===== config.mk =====
export PLATFORM = sky130hd
export DESIGN_NAME = if_stage
export DESIGN_NICKNAME = d
export VERILOG_FILES = /design/src/rtl/if_stage.sv
export SDC_FILE = /design/constraint.sdc
export NUM_CORES = 1
export LEC_CHECK = 0
export CORE_MARGIN = 2
export CORE_UTILIZATION = 52
export DETAILED_ROUTE_END_ITERATION = 16
export PLACE_DENSITY = 0.85
export REMOVE_ABC_BUFFERS = 1
export SYNTH_ARGS = -nofsm -noshare
export SYNTH_HDL_FRONTEND = slang
export SYNTH_SLANG_ARGS = --single-unit

===== constraint.sdc =====
create_clock -name clk -period 3.4 [get_ports clk]
set_input_delay 0.34 -clock clk [delete_from_list [all_inputs] [get_ports clk]]
set_output_delay 0.34 -clock clk [all_outputs]
set_load 0.02 [all_outputs]

===== src/rtl/if_stage.sv =====
// Instruction fetch stage and IF/ID pipeline register: owns the PC, issues one
// outstanding imem read, parks one instruction on a decode stall, and flushes
// wrong-path instructions on a redirect. Define IF_STAGE_PERF_EN to add the
// perf_fetch_cnt / perf_flush_cnt counters.
//
//   state     | meaning
//   ----------+-----------------------------------------------------------
//   S_FETCH   | issue imem_req at pc (only once armed after reset)
//   S_WAIT    | request outstanding, waiting for imem_rvalid
//   S_HOLD    | fetched instruction parked, IF/ID occupied and stalled
//   S_DISCARD | response to a redirected-away request still in flight
module if_stage #(
  parameter int               PC_W       = 16,
  parameter int               INSTR_W    = 16,
  parameter logic [PC_W-1:0]  RESET_PC   = '0,
  parameter logic [3:0]       NOP_OPCODE = 4'b1111
) (
  input  logic               clk,
  input  logic               rst,
  output logic               imem_req,
  output logic [PC_W-1:0]    imem_addr,
  input  logic               imem_rvalid,
  input  logic [INSTR_W-1:0] imem_rdata,
  input  logic               redirect_valid,
  input  logic [PC_W-1:0]    redirect_pc,
  input  logic               stall_id,
  output logic               if_id_valid,
  output logic [INSTR_W-1:0] if_id_instr,
  output logic [PC_W-1:0]    if_id_pc,
  output logic [PC_W-1:0]    if_id_pc_next,
  output logic [3:0]         opcode
`ifdef IF_STAGE_PERF_EN
  ,
  output logic [31:0]        perf_fetch_cnt,
  output logic [31:0]        perf_flush_cnt
`endif
);

  typedef enum logic [1:0] {
    S_FETCH   = 2'd0,
    S_WAIT    = 2'd1,
    S_HOLD    = 2'd2,
    S_DISCARD = 2'd3
  } state_t;

  localparam logic [PC_W-1:0] PC_ONE = {{(PC_W-1){1'b0}}, 1'b1};

  state_t              r_state;
  state_t              w_state_nxt;
  logic                r_armed;
  logic [PC_W-1:0]     r_pc;
  logic [PC_W-1:0]     w_pc_nxt;
  logic                r_if_id_valid;
  logic [INSTR_W-1:0]  r_if_id_instr;
  logic [PC_W-1:0]     r_if_id_pc;
  logic                r_hold_valid;
  logic [INSTR_W-1:0]  r_hold_instr;
  logic [PC_W-1:0]     r_hold_pc;

  logic w_fetch_issue;
  logic w_accept;
  logic w_rsp;
  logic w_load_mem;
  logic w_park;
  logic w_load_hold;

  // r_armed delays the first request by one cycle so imem_req reads 0 right after reset
  assign w_fetch_issue = (r_state == S_FETCH) && r_armed;
  assign w_accept      = !stall_id || !r_if_id_valid;
  assign w_rsp         = (r_state == S_WAIT) && imem_rvalid;
  assign w_load_mem    = w_rsp && w_accept && !redirect_valid;
  assign w_park        = w_rsp && !w_accept && !redirect_valid;
  assign w_load_hold   = (r_state == S_HOLD) && r_hold_valid && !stall_id && !redirect_valid;

  always_comb begin
    w_state_nxt = r_state;
    w_pc_nxt    = r_pc;
    case (r_state)
      S_FETCH:   if (r_armed) w_state_nxt = S_WAIT;
      S_WAIT:    if (imem_rvalid) w_state_nxt = w_accept ? S_FETCH : S_HOLD;
      S_HOLD:    if (!stall_id) w_state_nxt = S_FETCH;
      S_DISCARD: if (imem_rvalid) w_state_nxt = S_FETCH;
      default:   w_state_nxt = S_FETCH;
    endcase
    if (w_rsp) w_pc_nxt = r_pc + PC_ONE;
    // A redirect still leaves a response in flight if a request was just issued or not yet answered
    if (redirect_valid) begin
      w_pc_nxt = redirect_pc;
      if (w_fetch_issue ||
          (((r_state == S_WAIT) || (r_state == S_DISCARD)) && !imem_rvalid))
        w_state_nxt = S_DISCARD;
      else
        w_state_nxt = S_FETCH;
    end
  end

  always_ff @(posedge clk) begin
    if (rst) begin
      r_state       <= S_FETCH;
      r_armed       <= 1'b0;
      r_pc          <= RESET_PC;
      r_if_id_valid <= 1'b0;
      r_if_id_instr <= '0;
      r_if_id_pc    <= '0;
      r_hold_valid  <= 1'b0;
      r_hold_instr  <= '0;
      r_hold_pc     <= '0;
    end else begin
      r_state <= w_state_nxt;
      r_armed <= 1'b1;
      r_pc    <= w_pc_nxt;
      if (redirect_valid) begin
        r_if_id_valid <= 1'b0;
        r_hold_valid  <= 1'b0;
      end else if (w_load_mem) begin
        r_if_id_valid <= 1'b1;
        r_if_id_instr <= imem_rdata;
        r_if_id_pc    <= r_pc;
      end else if (w_load_hold) begin
        r_if_id_valid <= 1'b1;
        r_if_id_instr <= r_hold_instr;
        r_if_id_pc    <= r_hold_pc;
        r_hold_valid  <= 1'b0;
      end else if (!stall_id) begin
        r_if_id_valid <= 1'b0;
      end
      if (w_park) begin
        r_hold_valid <= 1'b1;
        r_hold_instr <= imem_rdata;
        r_hold_pc    <= r_pc;
      end
    end
  end

`ifdef IF_STAGE_PERF_EN
  logic [31:0] r_perf_fetch_cnt;
  logic [31:0] r_perf_flush_cnt;

  always_ff @(posedge clk) begin
    if (rst) begin
      r_perf_fetch_cnt <= '0;
      r_perf_flush_cnt <= '0;
    end else begin
      if (w_load_mem || w_load_hold) r_perf_fetch_cnt <= r_perf_fetch_cnt + 32'd1;
      if (redirect_valid)            r_perf_flush_cnt <= r_perf_flush_cnt + 32'd1;
    end
  end

  assign perf_fetch_cnt = r_perf_fetch_cnt;
  assign perf_flush_cnt = r_perf_flush_cnt;
`endif

  assign imem_req      = w_fetch_issue;
  assign imem_addr     = r_pc;
  assign if_id_valid   = r_if_id_valid;
  assign if_id_instr   = r_if_id_instr;
  assign if_id_pc      = r_if_id_pc;
  assign if_id_pc_next = r_if_id_pc + PC_ONE;
  assign opcode        = r_if_id_valid ? r_if_id_instr[INSTR_W-1 -: 4] : NOP_OPCODE;

endmodule


==> results of run 1 <==
power groups by stage:
stage	combinational, uW	clock, uW	sequential, uW
2_1_floorplan	86.8	0	1120
3_3_place_gp	273	0	1100
3_5_place_dp	278	0	1100
4_1_cts	279	796	1070
5_1_grt	298	842	1080
6_report	279	790	1080
cells in the mapped netlist (2+ instances only):
cell        n  area (um^2)
mux2i_1    20          200
a311oi_1   16          140
clkbuf_1   16         60.1
nor2_1     52          195
dfxtp_1    85         1700
xnor2_1    18          158
nor4_2      2         25.0
and4_1      2         17.5
o21ai_0    21          105
buf_2      13         65.1
a211oi_1   25          188
nor3_1      5         25.0
nor2b_1     2         12.5
nand4b_1    2         17.5
nand2_1    89          334
nor3b_1     3         22.5
nand3_1    10         50.1
buf_4       3         22.5
inv_1       8         30.0
nand4_1     7         43.8
nor3_2      2         20.0
xor2_1      6         52.6
nand2b_1    5         31.3
a2111oi_1   2         20.0
buf_1       4         15.0
a21oi_1    34          170
nor4_1      6         37.5
ha_1        2         25.0
a31oi_1     2         12.5
and3_1      2         12.5
or3_1       3         18.8
metrics by stage:
step	std cells	total power (uW)
finish	676	2150
global placement	660	1370
floorplan	445	1210
global route	676	2220
detailed placement	660	1380
CTS	676	2150
worst max-delay path, stage by stage, from the launching register on:
cell             delay, ns
dfxtp_1               0.44
ha_1                  0.23
nand2_1               0.09
nor3_1                0.47
nand3_1               0.16
xnor2_1               0.15
clkdlybuf4s50_1       0.61
routing by layer:
layer	vias to the layer above	share of wire [%]	wire length (um)
li1	1864	-	-
met2	138	49	4910
met4	0	1.2	119
met5	-	0	0
met3	16	6.2	619
met1	1827	44	4400
flip-flops by register name (all words and copies together) (netlist names):
signal / count
imem_addr: 16
r_hold_instr: 16
if_id_pc: 16
if_id_valid: 1
r_hold_pc: 16
r_state: 2
r_armed: 1
r_hold_valid: 1
if_id_instr: 16
cells by family (layout without fill, tap and decap cells):
| logic type | Yosys count | in the layout | share of synthesized area [%] |
|---|---|---|---|
| and+or+nand+nor | 200 | 200 | 24.3 |
| AOI/OAI and AO/OA | 106 | 106 | 17.3 |
| DFF | 85 | 85 | 42.4 |
| buffers and inverters | 45 | 137 | 5.09 |
| xor gates and xnor gates | 24 | 24 | 5.24 |
| muxes | 20 | 20 | 4.99 |
| adders and majority gates | 2 | 2 | 0.624 |
final timing paths:
path	depth (start not counted)	slack, ns	to	from
setup / recovery	6	0.54	if_id_pc_next[10]	if_id_pc[0]
hold / removal	2	0.28	imem_addr[8]	rst
setup reg to reg	4	1.21	r_hold_pc[14]	r_state[0]
hold reg to reg	2	0.46	r_hold_instr[2]	r_hold_instr[2]
area by class of cell:
| cell class | instances | area [um^2] |
|---|---|---|
| sequential | 85 | 1700 |
| inverter | 8 | 30.0 |
| fill | 613 | 2290 |
| clock buffer | 10 | 138 |
| multi-input combinational | 352 | 2110 |
| timing repair buffer | 113 | 1120 |
| tap | 102 | 128 |
| clock inverter | 6 | 86.3 |
==> metrics.cfg, run 1 <==
[critical_path]
path_max_fanout=5
crit_arrival_ns=2.52
path_class=reg2out
end_kind=output port
startpoint_type=flip-flop
cp.required_ns=3.06

[final_layout]
drive_gt1_share_pct=6.45
synthToLayoutAreaGrowth_pct=32.6
final_area_um2=5310
nNetsFinal=608
final_cell_mix=105 x clkdlybuf4s50_1, 89 x nand2_1, 85 x dfxtp_1
fin_util_pct=69.9
layout_commonest_cell=clkdlybuf4s50_1
diodes=0

[grt]
track_usage_pct=23.9
overflow=0
use_met3_pct=4.35
grt_pass1_vias=3590
antenna_found_initial=0
met2_usage_pct=41.4
grt_pass1_wl_um=16700
busiest_layer=met2
grt_max_degree=48
use_met1_pct=30.2

[timing]
rsz0062_at_grt=no
report.final.slew_viol_count=0
finalSetupTns_ns=0
slew_headroom_pct=18.2
hold_viol_final=0
fin_ws_ns=0.540
setup_viol=0
fmax_mhz=350
fin_hold_ws_ns=0.275
worstMarginPinSlew_ns=1.23
finalCriticalPeriod_ns=2.86
min_period_over_period_pct=84.1
skew_ns=0.00998

[cts]
clkSinkCount=85
cts_tree=yes
cts_setup_buffers=0
cts-root-buf=clkbuf_8
cts_buffer_depth=2
clkTransAtPathRegs_ns=0.09
clk_latency_ns=0.35
numCtsBuffers=9
postCtsHoldBufs=0
postCtsResizedCells=0
h-tree-depth=3

[floorplanning]
io_pins=107
rows=32
start_util_pct=52.7
die_h_um=91.8
coreArea_um2=7610
die-area_um2=8430
die_w_um=91.8

[synth]
yosysSeqAreaShare_pct=42.4
synth-edff-count=0
async_flop_share_pct=0
avgSynthCellArea_um2=8.32
yosys_warnings=0
synthFlopType=dfxtp_1
synth_seq_cells=85
syn-cell-area_um2=4010
netlist_instances=482
synth_cell_types=46

[power_and_ir_drop]
seqPwrFrac_pct=50.2
pwr-share-comb_pct=13.0
power_switching_uw=546
swShare_pct=25.4
p_clk_share_pct=36.8
ir_drop_mv=0.260
power_leakage_uw=0.00176
power_density_nw_per_um2=404
internal_power_uw=1600

[run_status]
status=complete, no violations

[route]
totalWireLength_um=10000
via_per_inst=5.69
dr.first_iter.drc_count=353
drc_errors=0
dr_total_vias=3845
first_pass_iters=5
detail-route-antenna-nets=0
wire_per_inst_um=14.9

[placement]
place_area_um2=5090
dp.final_hpwl_um=6760
pre_cts_slack_ns=0.719
portBuffers=106
place_congestion=0.809

[flow_run]
maxCapViolations=0

[min_path]
holdCritPathClass=in2reg

Power figures use the tool's default switching activity.
==> inputs of run 2 (changes only) <==
CORE_UTILIZATION = 44   (was 52)
PLACE_DENSITY = 0.77   (was 0.85)
clock period = 2.4 ns   (was 3.4 ns; I/O delays follow)
==> run 2 against run 1 <==
  * Die area increased by 17%
  * Cell count increased by 1.9%
  * Routed wire length increased by 6.1%
  * Sequential cell count unchanged
  * Utilization decreased by 8.8 points
  * Clock power increased by 18%
  * Largest power group unchanged
  * Total power increased by 33%
==> metrics.cfg, run 2 (synthesis gave the netlist of run 1 again) <==
[critical_path]
critPathSlowestCell=dfxtp_1  ; was clkdlybuf4s50_1
path_max_fanout=6  ; was 5
max_stage_delay_ns=0.44  ; was 0.61 ns
r2r-end=imem_addr[14]  ; was r_hold_pc[14]
crit_chain=nand4_1 > nor3_1 > buf_4 > nand3_1 > xnor2_1 > dlygate4sd2_1  ; was ha_1 > nand2_1 > nor3_1 > nand3_1 > xnor2_1 > clkdlybuf4s50_1
path_buf_inv=2  ; was 1
reg2reg_depth=5  ; was 4
timing.rr.start=imem_addr[0]  ; was r_state[0]
cp.required_ns=2.16  ; was 3.06 ns
end_kind=output port  ; unchanged
path_class=reg2out  ; unchanged
crit_family=simple AND/OR/NAND/NOR gates  ; unchanged
crit_arrival_ns=1.98  ; was 2.52 ns
startpoint_type=flip-flop  ; unchanged
rrSetupSlack_ns=0.51  ; was 1.21 ns

[min_path]
holdCritPathClass=in2reg  ; unchanged
min_delay_path_depth=2  ; unchanged
hold_start=rst  ; unchanged
min_to=r_hold_pc[4]  ; was imem_addr[8]

[route]
via_per_inst=5.63  ; was 5.69
totalWireLength_um=10700  ; was 10,000 um
dr.first_iter.drc_count=157  ; was 353
first_pass_iters=4  ; was 5
detail-route-antenna-nets=0  ; unchanged
dr_total_vias=3876  ; was 3,845
drc_errors=0  ; unchanged
wire_per_inst_um=15.5  ; was 14.9 um

[grt]
grt_pass1_wl_um=17600  ; was 16,700 um
grt_pass1_vias=3744  ; was 3,590
grt_max_degree=65  ; was 48
track_usage_pct=21.8  ; was 23.9%
antenna_found_initial=0  ; unchanged
overflow=0  ; unchanged

[power_and_ir_drop]
pwr-share-comb_pct=14.1  ; was 13.0%
ir_drop_mv=0.285  ; was 0.260 mV
p_clk_share_pct=32.7  ; was 36.8%
swShare_pct=26.0  ; was 25.4%
power_switching_uw=743  ; was 546 uW
power_leakage_uw=0.00182  ; was 0.00176 uW
seqPwrFrac_pct=53.2  ; was 50.2%
power_density_nw_per_um2=535  ; was 404 nW/um^2
internal_power_uw=2120  ; was 1600 uW

[timing]
hold_viol_final=0  ; unchanged
worstMarginPinSlew_ns=0.618  ; was 1.23 ns
finalCriticalPeriod_ns=2.22
rsz0062_at_grt=no  ; unchanged
min_period_over_period_pct=92.5
fmax_mhz=451
report.final.slew_viol_count=0  ; unchanged
setup_viol=0  ; unchanged
finalSetupTns_ns=0  ; unchanged
slew_headroom_pct=58.8  ; was 18.2%
skew_ns=0.0102  ; was 0.00998 ns

[placement]
dp.final_hpwl_um=7440  ; was 6760 um
placedCellCount=676  ; was 660
place_area_um2=5200  ; was 5090 um^2
place_congestion=0.782  ; was 0.809
portBuffers=106  ; unchanged

[run_status]
status=complete, no violations  ; unchanged

[final_layout]
nNetsFinal=618  ; was 608
diodes=0  ; unchanged
final_cell_mix=97 x clkdlybuf4s50_1, 89 x nand2_1, 84 x dfxtp_1  ; was 105 x clkdlybuf4s50_1, 89 x nand2_1, 85 x dfxtp_1
synthToLayoutAreaGrowth_pct=33.4  ; was 32.6%
drive_gt1_share_pct=7.92  ; was 6.45%
final_area_um2=5350  ; was 5310 um^2
layout_commonest_cell=clkdlybuf4s50_1  ; unchanged
fill_cells=794  ; was 613
layout.cells.non_filler=689  ; was 676

[cts]
clk_latency_ns=0.35  ; about the same
clkTransAtPathRegs_ns=0.08  ; was 0.09 ns
clkSinkCount=85  ; unchanged
cts_buffer_depth=2  ; unchanged
cts-root-buf=clkbuf_8  ; unchanged
cts_tree=yes  ; unchanged
numCtsBuffers=9  ; unchanged
h-tree-depth=3  ; unchanged

[floorplanning]
io_pins=107  ; unchanged
die_w_um=99.5  ; was 91.8 um
die-area_um2=9890  ; was 8430 um^2
die_h_um=99.5  ; was 91.8 um
coreArea_um2=8760  ; was 7610 um^2
rows=34  ; was 32
start_util_pct=45.7  ; was 52.7%

[flow_run]
maxCapViolations=0  ; unchanged

-- run 2: what timing repair did --
| action | CTS | global route |
|---|---|---|
| setup endpoints to repair | 8 | 3 |
| hold buffers | 0 | 0 |
| gates resized for setup | 8 | 6 |
| setup buffers | 0 | 0 |
| cloned | 0 | 0 |
-- run 2: through the flow --
| step | utilization [%] | power, uW | setup slack [ns] | hold WS [ns] |
|---|---|---|---|---|
| after floorplan | - | 1710 | 0.418 | 0.305 |
| after global placement | 59.3 | 1950 | 0.304 | 0.441 |
| after detailed placement | 59.3 | 1960 | 0.238 | 0.448 |
| after CTS | 61.1 | 2880 | 0.126 | 0.397 |
| after global routing | 61.0 | 2970 | 0.0171 | 0.431 |
| final | 61.0 | 2860 | 0.181 | 0.422 |
-- run 2: cell type report --
| type | count | area, um^2 | area share [%] |
|---|---|---|---|
| clock inverter | 3 | 40.0 | 0.749 |
| clock buffer | 10 | 128 | 2.39 |
| sequential | 85 | 1700 | 31.8 |
| tap | 108 | 135 | 2.53 |
| inverter | 8 | 30.0 | 0.561 |
| multi-input combinational | 352 | 2110 | 39.4 |
| timing repair buffer | 123 | 1200 | 22.5 |
-- run 2: worst max path at each step --
stage	to	cells after the start	slack [ns]	start
floorplan	r_hold_instr[0]	4	0.42	r_state[0]
global placement	if_id_pc_next[10]	7	0.30	if_id_pc[0]
detailed placement	if_id_pc_next[10]	7	0.24	if_id_pc[0]
CTS	if_id_pc_next[10]	7	0.13	if_id_pc[0]
global route	if_id_pc_next[15]	6	0.02	if_id_pc[4]
finish	if_id_pc_next[15]	6	0.18	if_id_pc[4]
-- run 2: metal layers --
metal  vias to the layer above  GRT usage [%]  share of wire (%)  wire, um
li1                       1889              -                  -         -
met1                      1833           27.9                 44      4650
met2                       146           37.9                 49      5250
met3                         8           3.72                6.2       666
met4                         0           6.32               0.91        97
met5                         -              0                  0         0
-- run 2: power by group through the flow --
stage               clock network [uW]  registers [uW]  logic (uW)
floorplan                            0            1590         123
global placement                     0            1550         402
detailed placement                   0            1550         408
CTS                                957            1520         407
global route                      1010            1530         432
finish                             935            1520         404
